--- config.mk ---
export PLATFORM = sky130hd
export DESIGN_NAME = code_lock_fsm
export DESIGN_NICKNAME = d
export VERILOG_FILES = /design/src/rtl/code_lock_fsm.sv
export SDC_FILE = /design/constraint.sdc
export NUM_CORES = 1
export LEC_CHECK = 0
export ABC_CLOCK_PERIOD_IN_PS = 5580
export BUFFER_PORTS_ARGS = -buffer_cell sky130_fd_sc_hd__buf_2
export CAP_MARGIN = 20
export CORE_MARGIN = 4
export CORE_UTILIZATION = 40
export CTS_CLUSTER_SIZE = 20
export DETAILED_ROUTE_END_ITERATION = 10
export GPL_TIMING_DRIVEN = 0
export PLACE_DENSITY = 0.57
export SETUP_SLACK_MARGIN = 0.4
export SLEW_MARGIN = 10
export SYNTH_ARGS = -nofsm -noshare
export SYNTH_HDL_FRONTEND = slang
export SYNTH_SLANG_ARGS = --single-unit
--- constraint.sdc ---
create_clock -name clk -period 5.58 [get_ports clk]
set_clock_uncertainty 0.05 [all_clocks]
set_input_delay 1.116 -clock clk [delete_from_list [all_inputs] [get_ports clk]]
set_output_delay 1.116 -clock clk [all_outputs]
set_load 0.02 [all_outputs]
--- src/rtl/code_lock_fsm.sv ---
// Four-digit keypad code lock: per-digit equality compares feed an FSM that
// drives unlock/alarm, counts consecutive failures and allows code changes while open.

module equal_comparator_four (
   input  logic [3:0] a,
   input  logic [3:0] b,
   output logic       eq
);
   assign eq = (a == b);
endmodule

module code_lock_fsm #(
   parameter logic [15:0] DEFAULT_CODE = 16'h1234,
   parameter int          OPEN_CYCLES  = 8,
   parameter int          MAX_FAILS    = 3,
   parameter int          LOCK_CYCLES  = 16
) (
   input  logic       clk,
   input  logic       rst_n,
   input  logic       key_valid,
   input  logic [3:0] key_in,
   input  logic       clear,
   input  logic       set_req,
   output logic       unlock,
   output logic       alarm,
   output logic       err,
   output logic       code_set,
   output logic [1:0] digit_cnt,
   output logic [2:0] fail_cnt
);
   localparam int OW = $clog2(OPEN_CYCLES + 1);
   localparam int LW = $clog2(LOCK_CYCLES + 1);

   typedef enum logic [2:0] {S_IDLE, S_ENTRY, S_OPEN, S_SET, S_LOCK} state_t;

   state_t           state, st_nx;
   logic [3:0][3:0]  code, code_nx;      // code[3] is digit 0
   logic [3:0][3:0]  shadow, shadow_nx;
   logic [1:0]       cnt_nx;
   logic [2:0]       fail_nx, fail_inc;
   logic             mis, mis_nx;
   logic [OW-1:0]    otmr, otmr_nx;
   logic [LW-1:0]    ltmr, ltmr_nx;
   logic             err_nx, set_nx;
   logic [3:0]       dig_eq;
   logic             key_eq;

   // One comparator per digit position; the active one is picked by digit_cnt
   for (genvar i = 0; i < 4; i++) begin : g_cmp
      equal_comparator_four u_cmp (.a(key_in), .b(code[3-i]), .eq(dig_eq[i]));
   end

   assign key_eq   = dig_eq[digit_cnt];
   assign fail_inc = fail_cnt + 3'd1;

   always_comb begin
      st_nx     = state;
      code_nx   = code;
      shadow_nx = shadow;
      cnt_nx    = digit_cnt;
      fail_nx   = fail_cnt;
      mis_nx    = mis;
      otmr_nx   = otmr;
      ltmr_nx   = ltmr;
      err_nx    = 1'b0;
      set_nx    = 1'b0;
      case (state)
         S_IDLE: begin
            if (clear) begin
               cnt_nx = 2'd0;
               mis_nx = 1'b0;
            end else if (key_valid) begin
               st_nx  = S_ENTRY;
               cnt_nx = 2'd1;
               mis_nx = ~key_eq;
            end
         end
         S_ENTRY: begin
            if (clear) begin
               st_nx  = S_IDLE;
               cnt_nx = 2'd0;
               mis_nx = 1'b0;
            end else if (key_valid) begin
               if (digit_cnt == 2'd3) begin
                  cnt_nx = 2'd0;
                  mis_nx = 1'b0;
                  if (!mis && key_eq) begin
                     st_nx   = S_OPEN;
                     fail_nx = 3'd0;
                     otmr_nx = '0;
                  end else begin
                     err_nx  = 1'b1;
                     fail_nx = fail_inc;
                     ltmr_nx = '0;
                     st_nx   = (fail_inc == 3'(MAX_FAILS)) ? S_LOCK : S_IDLE;
                  end
               end else begin
                  cnt_nx = digit_cnt + 2'd1;
                  mis_nx = mis | ~key_eq;
               end
            end
         end
         S_OPEN: begin
            if (clear) begin
               st_nx = S_IDLE;
            end else if (set_req) begin
               st_nx  = S_SET;
               cnt_nx = 2'd0;
            end else if (otmr == OW'(OPEN_CYCLES - 1)) begin
               st_nx = S_IDLE;
            end else begin
               otmr_nx = otmr + 1'b1;
            end
         end
         S_SET: begin
            if (clear) begin
               st_nx  = S_IDLE;
               cnt_nx = 2'd0;
            end else if (key_valid) begin
               shadow_nx[2'd3 - digit_cnt] = key_in;
               if (digit_cnt == 2'd3) begin
                  // bypass the shadow for the last nibble so the commit needs no extra cycle
                  code_nx = {shadow[3], shadow[2], shadow[1], key_in};
                  set_nx  = 1'b1;
                  st_nx   = S_IDLE;
                  cnt_nx  = 2'd0;
               end else begin
                  cnt_nx = digit_cnt + 2'd1;
               end
            end
         end
         S_LOCK: begin
            if (ltmr == LW'(LOCK_CYCLES - 1)) begin
               st_nx   = S_IDLE;
               fail_nx = 3'd0;
            end else begin
               ltmr_nx = ltmr + 1'b1;
            end
         end
         default: st_nx = S_IDLE;
      endcase
   end

   always_ff @(posedge clk or negedge rst_n) begin
      if (!rst_n) begin
         state     <= S_IDLE;
         code      <= DEFAULT_CODE;
         shadow    <= '0;
         digit_cnt <= 2'd0;
         fail_cnt  <= 3'd0;
         mis       <= 1'b0;
         otmr      <= '0;
         ltmr      <= '0;
         unlock    <= 1'b0;
         alarm     <= 1'b0;
         err       <= 1'b0;
         code_set  <= 1'b0;
      end else begin
         state     <= st_nx;
         code      <= code_nx;
         shadow    <= shadow_nx;
         digit_cnt <= cnt_nx;
         fail_cnt  <= fail_nx;
         mis       <= mis_nx;
         otmr      <= otmr_nx;
         ltmr      <= ltmr_nx;
         unlock    <= (st_nx == S_OPEN);
         alarm     <= (st_nx == S_LOCK);
         err       <= err_nx;
         code_set  <= set_nx;
      end
   end
endmodule

==> results.cfg, run 1 <==
[run_status]
outcome = finished clean

[setup_path]
critPathLaunch = key_valid
required_ns = 5.71
crit_arrival_ns = 2.55
reg2reg_from = ltmr[0]
cp-start-kind = input pin
endpoint_kind = flop
critPathCapture = otmr[3]
r2r_cells = 7
worstSetupPathType = input pin to flop
r2r_slack_ns = 3.52
cp_max_fo = 7
r2r-end = ltmr[3]

[cts]
post_cts_resized = 0
root_buffer = clkbuf_8
cts_tree = built
post-cts-setup-buffer-count = 0
cts_buffers = 5
path_clk_slew_ns = 0.09
postCtsHoldBufs = 0
htree_levels = 2
cts.sinks = 50
clock_latency_ns = 0.30
cts.path.max_buffers = 2

[timing]
maxSlewViolCount = 0
finalCriticalPeriod_ns = 2.42
finalHoldViolations = 0
fin_setup_tns_ns = 0
post-route-period-util_pct = 43.4
rsz0062_at_grt = false
setup_viol = 0
max-slew-margin-rel_pct = 61.4
clock.fmax_mhz = 413
holdWs_ns = 0.456
tightest_slew_ns = 0.579

[power]
power_density_nw_per_um2 = 246
cellLeakagePower_nw = 1.36
switching_share_pct = 24.2
power.switching_mw = 0.169
p_seq_share_pct = 54.4
internal_power_mw = 0.531
comb_power_share_pct = 9.1
ir_worst_vdd_mv = 0.109
p_clk_share_pct = 36.6

[routing]
m1WireLength_microns = 2330
postRouteWirelength_microns = 4520
avgViaCountPerCell = 5.15
drc = 0
drt-initial-drc-count = 48
top_layer_used = met4
wl_per_cell_microns = 14.7
antenna_left = 0
routed-wl-met3_microns = 145
dr_wl_met2_microns = 1980
first_pass_iters = 4
vias = 1586

[global_route]
antenna_found_initial = 0
grt_max_degree = 27
grtUsageTotal_pct = 13.3
grt_pass1_wl_microns = 7840
overflow = 0
grt_pass1_vias = 1565

[finish]
final_nets = 250
diodes = 0
drive_gt1_share_pct = 33.0
area_delta_synth_final_pct = 11.1

[synth]
synth_fp_nets = 230
ys_top_cells_by_area = dfrtp_1, mux2_2, dfstp_2
synth_edf_count = 0
synth_top_cell_area_share_pct = 43.9
synth_cell_type_count = 47
synth-seq-cells = 50
synth_area_sq_um = 2570
avgSynthCellArea_sq_um = 12.1
synth_cells = 212
synth_area_leader_cell = dfrtp_1
async_reset_ff_share_pct = 100
ys_seq_area_share_pct = 49.0
yosysWarnings = 0
synth_flop_cell = dfrtp_1

[floorplanning]
core_sq_um = 6060
dieArea_sq_um = 7760
row_count = 28
die_h_microns = 88.1
start_util_pct = 42.4
io_pins = 18
die_x_microns = 88.1

[run]
cap_violations = 0

[placement]
dp_hpwl_microns = 3270
port_buffers = 12
place_congestion = 0.757

[worst_hold_path]
hold_depth = 1
min_path_type = flop to flop
-- placed cells by master (no fill, tap or decap), types with 2 or more instances in the layout --
| master | count |
|---|---|
| dfrtp_1 | 45 |
| mux2_2 | 28 |
| nand2_1 | 17 |
| buf_2 | 14 |
| xor2_1 | 14 |
| o21ai_0 | 9 |
| ha_1 | 9 |
| inv_1 | 8 |
| nor2_1 | 6 |
| xnor2_1 | 6 |
| a21oi_1 | 6 |
| clkbuf_8 | 5 |
| dfstp_2 | 5 |
| buf_6 | 4 |
| nand3_1 | 4 |
| nor3b_1 | 4 |
| o31ai_1 | 4 |
| nor4_2 | 3 |
| nand4_1 | 3 |
| buf_4 | 2 |
| or3_1 | 2 |
| a41o_1 | 2 |
| and3_1 | 2 |
| nand2b_1 | 2 |
| o22ai_1 | 2 |
-- routing by layer --
layer  global-route usage (%)  vias to the layer above
met5                        0                        -
met4                     4.53                        0
met3                     3.48                        5
met2                     19.8                       17
met1                     18.8                      770
li1                         -                      794
-- power groups by stage --
| stage | logic (mW) | registers [mW] | clock network [mW] |
|---|---|---|---|
| after floorplan | 0.0413 | 0.389 | 0 |
| after detailed placement | 0.0654 | 0.388 | 0 |
| after global placement | 0.0631 | 0.388 | 0 |
| after CTS | 0.0658 | 0.381 | 0.265 |
| final | 0.0635 | 0.381 | 0.256 |
| after global routing | 0.0730 | 0.383 | 0.281 |
-- cells in the mapped netlist, drive strengths merged, types with 2 or more instances --
cell / count
nand4: 3
a41o: 2
nor4: 4
o31ai: 4
nor3: 2
xor2: 14
o22ai: 2
nand3: 4
dfrtp: 45
and3: 2
a21oi: 6
nor2: 7
ha: 9
nand2b: 2
mux2: 29
o211ai: 2
buf: 8
o21ai: 9
inv: 8
xnor2: 6
nand2: 18
or3: 2
dfstp: 5
nor3b: 4
-- worst min path at each step --
stage | from | endpoint | slack, ns
6_report | shadow[10] | shadow[10] | 0.46
2_1_floorplan | shadow[11] | code[11] | 0.42
3_3_place_gp | shadow[14] | code[14] | 0.43
3_5_place_dp | shadow[15] | code[15] | 0.44
5_1_grt | shadow[4] | shadow[4] | 0.47
4_1_cts | shadow[5] | code[5] | 0.46
-- cell type report --
class	instances	area [sq um]
fill	565	3210
sequential	50	1260
multi-input combinational	145	1200
tap	75	93.8
timing repair buffer	13	80.1
buffer	9	75.1
clock buffer	6	72.6
clock inverter	2	37.5
inverter	8	30.0
-- through the flow --
step | area, sq um | cells | util (%) | setup WS (ns) | power (mW)
after floorplan | 2570 | 212 | - | 3.12 | 0.430
after global placement | 2720 | 299 | 44.9 | 2.79 | 0.451
after detailed placement | 2740 | 300 | 45.2 | 2.80 | 0.453
after CTS | 2850 | 308 | 47.0 | 3.13 | 0.712
after global routing | 2850 | 308 | 47.0 | 3.04 | 0.737
final | 2850 | 308 | 47.0 | 3.16 | 0.701
-- worst max-delay path: stages --
cell	delay, ns
buf_2	0.13
or3b_4	0.42
nor2_4	0.13
nand2_1	0.20
a211oi_2	0.39
o21ai_0	0.15
-- logic make-up (layout without fill, tap and decap cells) --
group | Yosys count | in the layout | share of synthesized area, %
and+or+nand+nor | 53 | 53 | 12.8
AOI/OAI and AO/OA | 33 | 33 | 9.79
xor gates and xnor gates | 20 | 20 | 6.82
adders and majority gates | 9 | 9 | 4.39
muxes | 30 | 30 | 13.1
buffers and inverters | 17 | 38 | 4.09
DFF | 50 | 50 | 49.0
-- registers in the layout, indices dropped and copies added (netlist names), 2 cells and up --
register / cells
code: 16
shadow: 12
ltmr: 5
otmr: 4
fail_cnt: 3
state: 3
digit_cnt: 2
No activity file was read; power rests on OpenSTA's default activity.
==> run 2: changes to the inputs <==
--- a/config.mk
+++ b/config.mk
@@ -5,7 +5,7 @@
 export SDC_FILE = /design/constraint.sdc
 export NUM_CORES = 1
 export LEC_CHECK = 0
-export ABC_CLOCK_PERIOD_IN_PS = 5580
+export ABC_CLOCK_PERIOD_IN_PS = 2000
 export BUFFER_PORTS_ARGS = -buffer_cell sky130_fd_sc_hd__buf_2
 export CAP_MARGIN = 20
 export CORE_MARGIN = 4
@@ -13,7 +13,7 @@
 export CTS_CLUSTER_SIZE = 20
 export DETAILED_ROUTE_END_ITERATION = 10
 export GPL_TIMING_DRIVEN = 0
-export PLACE_DENSITY = 0.57
+export PLACE_DENSITY = 0.59
 export SETUP_SLACK_MARGIN = 0.4
 export SLEW_MARGIN = 10
 export SYNTH_ARGS = -nofsm -noshare
==> constraint.sdc (replaced) <==
create_clock -name clk -period 2 [get_ports clk]
set_clock_uncertainty 0.05 [all_clocks]
set_input_delay 0.4 -clock clk [delete_from_list [all_inputs] [get_ports clk]]
set_output_delay 0.4 -clock clk [all_outputs]
set_load 0.02 [all_outputs]
==> run 2 against run 1 <==
Against the previous run:
- clock power grew to 2.8 times the previous value
- worst hold slack worse by 0.24 ns
- global-route usage is 1.5 points higher
- cell area is 14% higher
==> results.cfg, run 2 (same netlist as run 1, synthesis figures left out) <==
[floorplanning]
row_count = 28
die_h_microns = 88.1
dieArea_sq_um = 7760
core_sq_um = 6060
start_util_pct = 42.4
io_pins = 18
die_x_microns = 88.1

[cts]
cts_buffers = 5
clock_latency_ns = 0.31
cts.path.max_buffers = 2
cts_tree = built
htree_levels = 2
path_clk_slew_ns = 0.10
cts.sinks = 50
root_buffer = clkbuf_8

[setup_path]
cp-start-kind = flop
required_ns = 2.12
crit_arrival_ns = 1.94
endpoint_kind = flop
worstSetupPathType = flop to flop
cp_max_fo = 4

[timing]
post-route-period-util_pct = 90.8
clock.fmax_mhz = 550
finalCriticalPeriod_ns = 1.82
holdWs_ns = 0.216
fin_setup_tns_ns = 0
max-slew-margin-rel_pct = 65.7
finalHoldViolations = 0
rsz0062_at_grt = true
tightest_slew_ns = 0.511
maxSlewViolCount = 0
setup_viol = 0

[power]
ir_worst_vdd_mv = 0.448
power_density_nw_per_um2 = 627
cellLeakagePower_nw = 1.52

[finish]
largestRegisters = code (16), shadow (12), ltmr (5)
diodes = 0
final_nets = 275
final_cell_mix = dfrtp_1, mux2_2, buf_4
regMostFlops = code
largest_reg_flops = 16
num-fill-cells = 538
drive_gt1_share_pct = 49.2
layout_commonest_cell = dfrtp_1
area_delta_synth_final_pct = 27.1

[global_route]
grtUsageTotal_pct = 14.7
grt_max_degree = 33
overflow = 0
grt_pass1_vias = 1685
antenna_found_initial = 0
grt_pass1_wl_microns = 8610

[routing]
drt-initial-drc-count = 51
postRouteWirelength_microns = 5150
antenna_left = 0
avgViaCountPerCell = 5.14
wl_per_cell_microns = 15.5
drc = 0
first_pass_iters = 4
vias = 1713

[placement]
place_congestion = 0.750
port_buffers = 12
dp_hpwl_microns = 3310

[run]
cap_violations = 0

[worst_hold_path]
min_path_type = input pin to flop

[run_status]
outcome = finished clean
## run 2: area by class of cell
class	instances	area (sq um)	area share (%)
clock inverter	3	45.0	1.38
multi-input combinational	146	1350	41.3
buffer	9	97.6	2.99
sequential	50	1260	38.7
clock buffer	5	68.8	2.11
tap	75	93.8	2.88
timing repair buffer	37	310	9.51
inverter	8	37.5	1.15
## run 2: per-layer routing
metal,up-vias,global-route usage [%],wire [microns]
met5,-,0,0
met1,855,21.0,2580
met3,8,3.20,131
met4,0,6.59,96
li1,837,-,-
met2,13,21.5,2350
## run 2: through the flow
| step | area, sq um | total power [mW] | cells | setup slack (ns) | util, % |
|---|---|---|---|---|---|
| 2_1_floorplan | 2640 | 1.22 | 212 | 0.218 | - |
| 3_3_place_gp | 2790 | 1.28 | 299 | 0.0468 | 46.0 |
| 6_report | 3260 | 2.05 | 333 | 0.183 | 53.8 |
| 5_1_grt | 3260 | 2.15 | 333 | 0.0563 | 53.8 |
| 4_1_cts | 3160 | 2.05 | 329 | 0.190 | 52.1 |
| 3_5_place_dp | 2810 | 1.29 | 300 | 0.0483 | 46.3 |
## run 2: report_power, final
group / internal (mW) / switching (mW)
Combinational: 0.124 / 0.133
Sequential: 1.04 / 0.0279
Clock: 0.372 / 0.352
Total: 1.53 / 0.513
## run 2: worst paths after layout
check / slack [ns] / startpoint / cells after the start / end
max: 0.18 / ltmr[1] / 7 / ltmr[1]
min: 0.22 / clear / 2 / state[0]
max reg2reg: 0.18 / ltmr[1] / 7 / ltmr[1]
min reg2reg: 0.46 / shadow[14] / 1 / shadow[14]
max in group asynchronous: 0.79 / rst_n / 3 / code[9]
min in group asynchronous: 0.51 / rst_n / 2 / fail_cnt[0]
## run 2: what timing repair did
item / CTS / global route
pin swaps: 18 / 12
hold buffers: 1 / 0
resized for setup: 16 / 17
gates cloned: 2 / 0
endpoints found under the hold margin: 18 / 0
setup buffers: 18 / 4
setup endpoints to repair: 47 / 47
## run 2: worst max-delay path, cell delays in order (launching register included)
cell and delay, ns:
dfrtp_1 0.39, ha_2 0.19, and3_4 0.18, ha_4 0.16, nor4_4 0.29, buf_4 0.19, mux2i_1 0.18, a21oi_1 0.05
==> run 3: changes to the inputs <==
--- a/config.mk
+++ b/config.mk
@@ -8,7 +8,7 @@
 export ABC_CLOCK_PERIOD_IN_PS = 2000
 export BUFFER_PORTS_ARGS = -buffer_cell sky130_fd_sc_hd__buf_2
 export CAP_MARGIN = 20
-export CORE_MARGIN = 4
+export CORE_MARGIN = 2
 export CORE_UTILIZATION = 40
 export CTS_CLUSTER_SIZE = 20
 export DETAILED_ROUTE_END_ITERATION = 10
==> run 3 against run 2 <==
Against the previous run:
- total power down 0.37%
- combinational power about the same
- wire length down 3.4%
- cell count up 1.5%
- core utilization down 1.1 points
- global-route usage up 0.35 points
- cell area up 1.5%
- sequential cell count unchanged
- sequential share of layout area down 0.53 points
- critical path depth unchanged
- register-to-register slack about the same
- die area down 8.9%
- critical path type unchanged
- largest cell class unchanged
==> results.cfg, run 3 (same netlist as run 1, synthesis figures left out) <==
[setup_path]
r2r-end = ltmr[1]
required_ns = 2.12
cp-start-kind = flop
r2r_cells = 7
critPathLaunch = ltmr[1]
worstSetupPathType = flop to flop
crit_arrival_ns = 1.92
r2r_slack_ns = 0.20
reg2reg_from = ltmr[1]
endpoint_kind = flop
critPathCapture = ltmr[1]
cp_max_fo = 4

[placement]
place_congestion = 0.744
port_buffers = 12
place_area_sq_um = 2810
dp_hpwl_microns = 3190

[run]
cap_violations = 0

[global_route]
grt_pass1_wl_microns = 8510
grt_pass1_vias = 1755
antenna_found_initial = 0
overflow = 0
grt_max_degree = 32
grtUsageTotal_pct = 15.1

[routing]
antenna_left = 0
avgViaCountPerCell = 5.11
drc = 0
drt-initial-drc-count = 63
wl_per_cell_microns = 14.7
first_pass_iters = 4
vias = 1727
postRouteWirelength_microns = 4980

[finish]
drive_gt1_share_pct = 51.3
regMostFlops = code
largestRegisters = code (16), shadow (12), ltmr (5)
largest_reg_flops = 16
fin_util_pct = 52.8
final_nets = 278
layout_commonest_cell = dfrtp_1
stdcell_area_sq_um = 3310
area_delta_synth_final_pct = 29.0
diodes = 0
final_cell_mix = dfrtp_1, mux2_2, buf_4
num-fill-cells = 547

[floorplanning]
start_util_pct = 40.9
dieArea_sq_um = 7080
io_pins = 18
core_sq_um = 6280
die_x_microns = 84.1
row_count = 29
die_h_microns = 84.1

[timing]
clock.fmax_mhz = 555
post-route-period-util_pct = 90.1
holdWs_ns = 0.227
setup_viol = 0
fin_setup_tns_ns = 0
max-slew-margin-rel_pct = 67.5
rsz0062_at_grt = true
finalHoldViolations = 0
maxSlewViolCount = 0
finalCriticalPeriod_ns = 1.80
tightest_slew_ns = 0.484

[cts]
htree_levels = 2
cts.sinks = 50
cts_buffers = 5
cts_tree = built
cts.path.max_buffers = 2
path_clk_slew_ns = 0.09
clock_latency_ns = 0.30
root_buffer = clkbuf_8

[power]
power_density_nw_per_um2 = 615
cellLeakagePower_nw = 1.57
ir_worst_vdd_mv = 0.376

[worst_hold_path]
min_path_type = input pin to flop

[run_status]
outcome = finished clean
## run 3: layer usage
layer | wire (microns) | up-vias | global-route usage, %
met2 | 2490 | 22 | 24.6
met1 | 2310 | 855 | 19.9
li1 | - | 848 | -
met5 | 0 | - | 0
met3 | 151 | 2 | 4.15
met4 | 23 | 0 | 3.96
## run 3: critical path, stage by stage, from the launching register on
cell and delay [ns]:
dfrtp_1 0.40, ha_2 0.20, and3_4 0.18, ha_4 0.16
nor4_4 0.21, buf_4 0.19, mux2i_1 0.22, a21oi_1 0.07
## run 3: worst min-delay path by stage
stage	from	end	slack (ns)	cells after the start
after CTS	clear	state[0]	0.21	2
final	clear	state[0]	0.23	2
after detailed placement	rst_n	alarm	0.33	1
after global routing	clear	state[0]	0.22	2
after global placement	shadow[15]	code[15]	0.43	1
after floorplan	rst_n	alarm	0.05	0
## run 3: cell type report
cell class                      instances  area (sq um)  area share [%]
Buffer                                  9          97.6            2.95
Multi-Input combinational cell        146          1380            41.5
Clock inverter                          3          45.0            1.36
Timing Repair Buffer                   40           329            9.94
Clock buffer                            5          68.8            2.08
Sequential cell                        50          1260            38.1
Tap cell                               77          96.3            2.91
Inverter                                8          37.5            1.13
## run 3: timing repair
action                     4_1_cts  5_1_grt
setup buffers                   16        9
pin swaps                       15       14
setup endpoints to repair       47       48
hold endpoints to repair         7        0
resized for setup               21       18
hold buffers                     1        0
gates cloned                     2        0
## run 3: report_power, final
part | switching (mW) | internal [mW]
Combinational | 0.136 | 0.120
Clock | 0.344 | 0.372
Sequential | 0.0287 | 1.04
Total | 0.509 | 1.53
## run 3: metrics by stage
stage / power (mW) / cells / worst slack [ns]
after floorplan: 1.22 / 212 / 0.218
after global placement: 1.28 / 301 / 0.0455
after detailed placement: 1.29 / 302 / 0.0461
after CTS: 2.04 / 329 / 0.179
after global routing: 2.15 / 338 / 0.106
final: 2.04 / 338 / 0.198
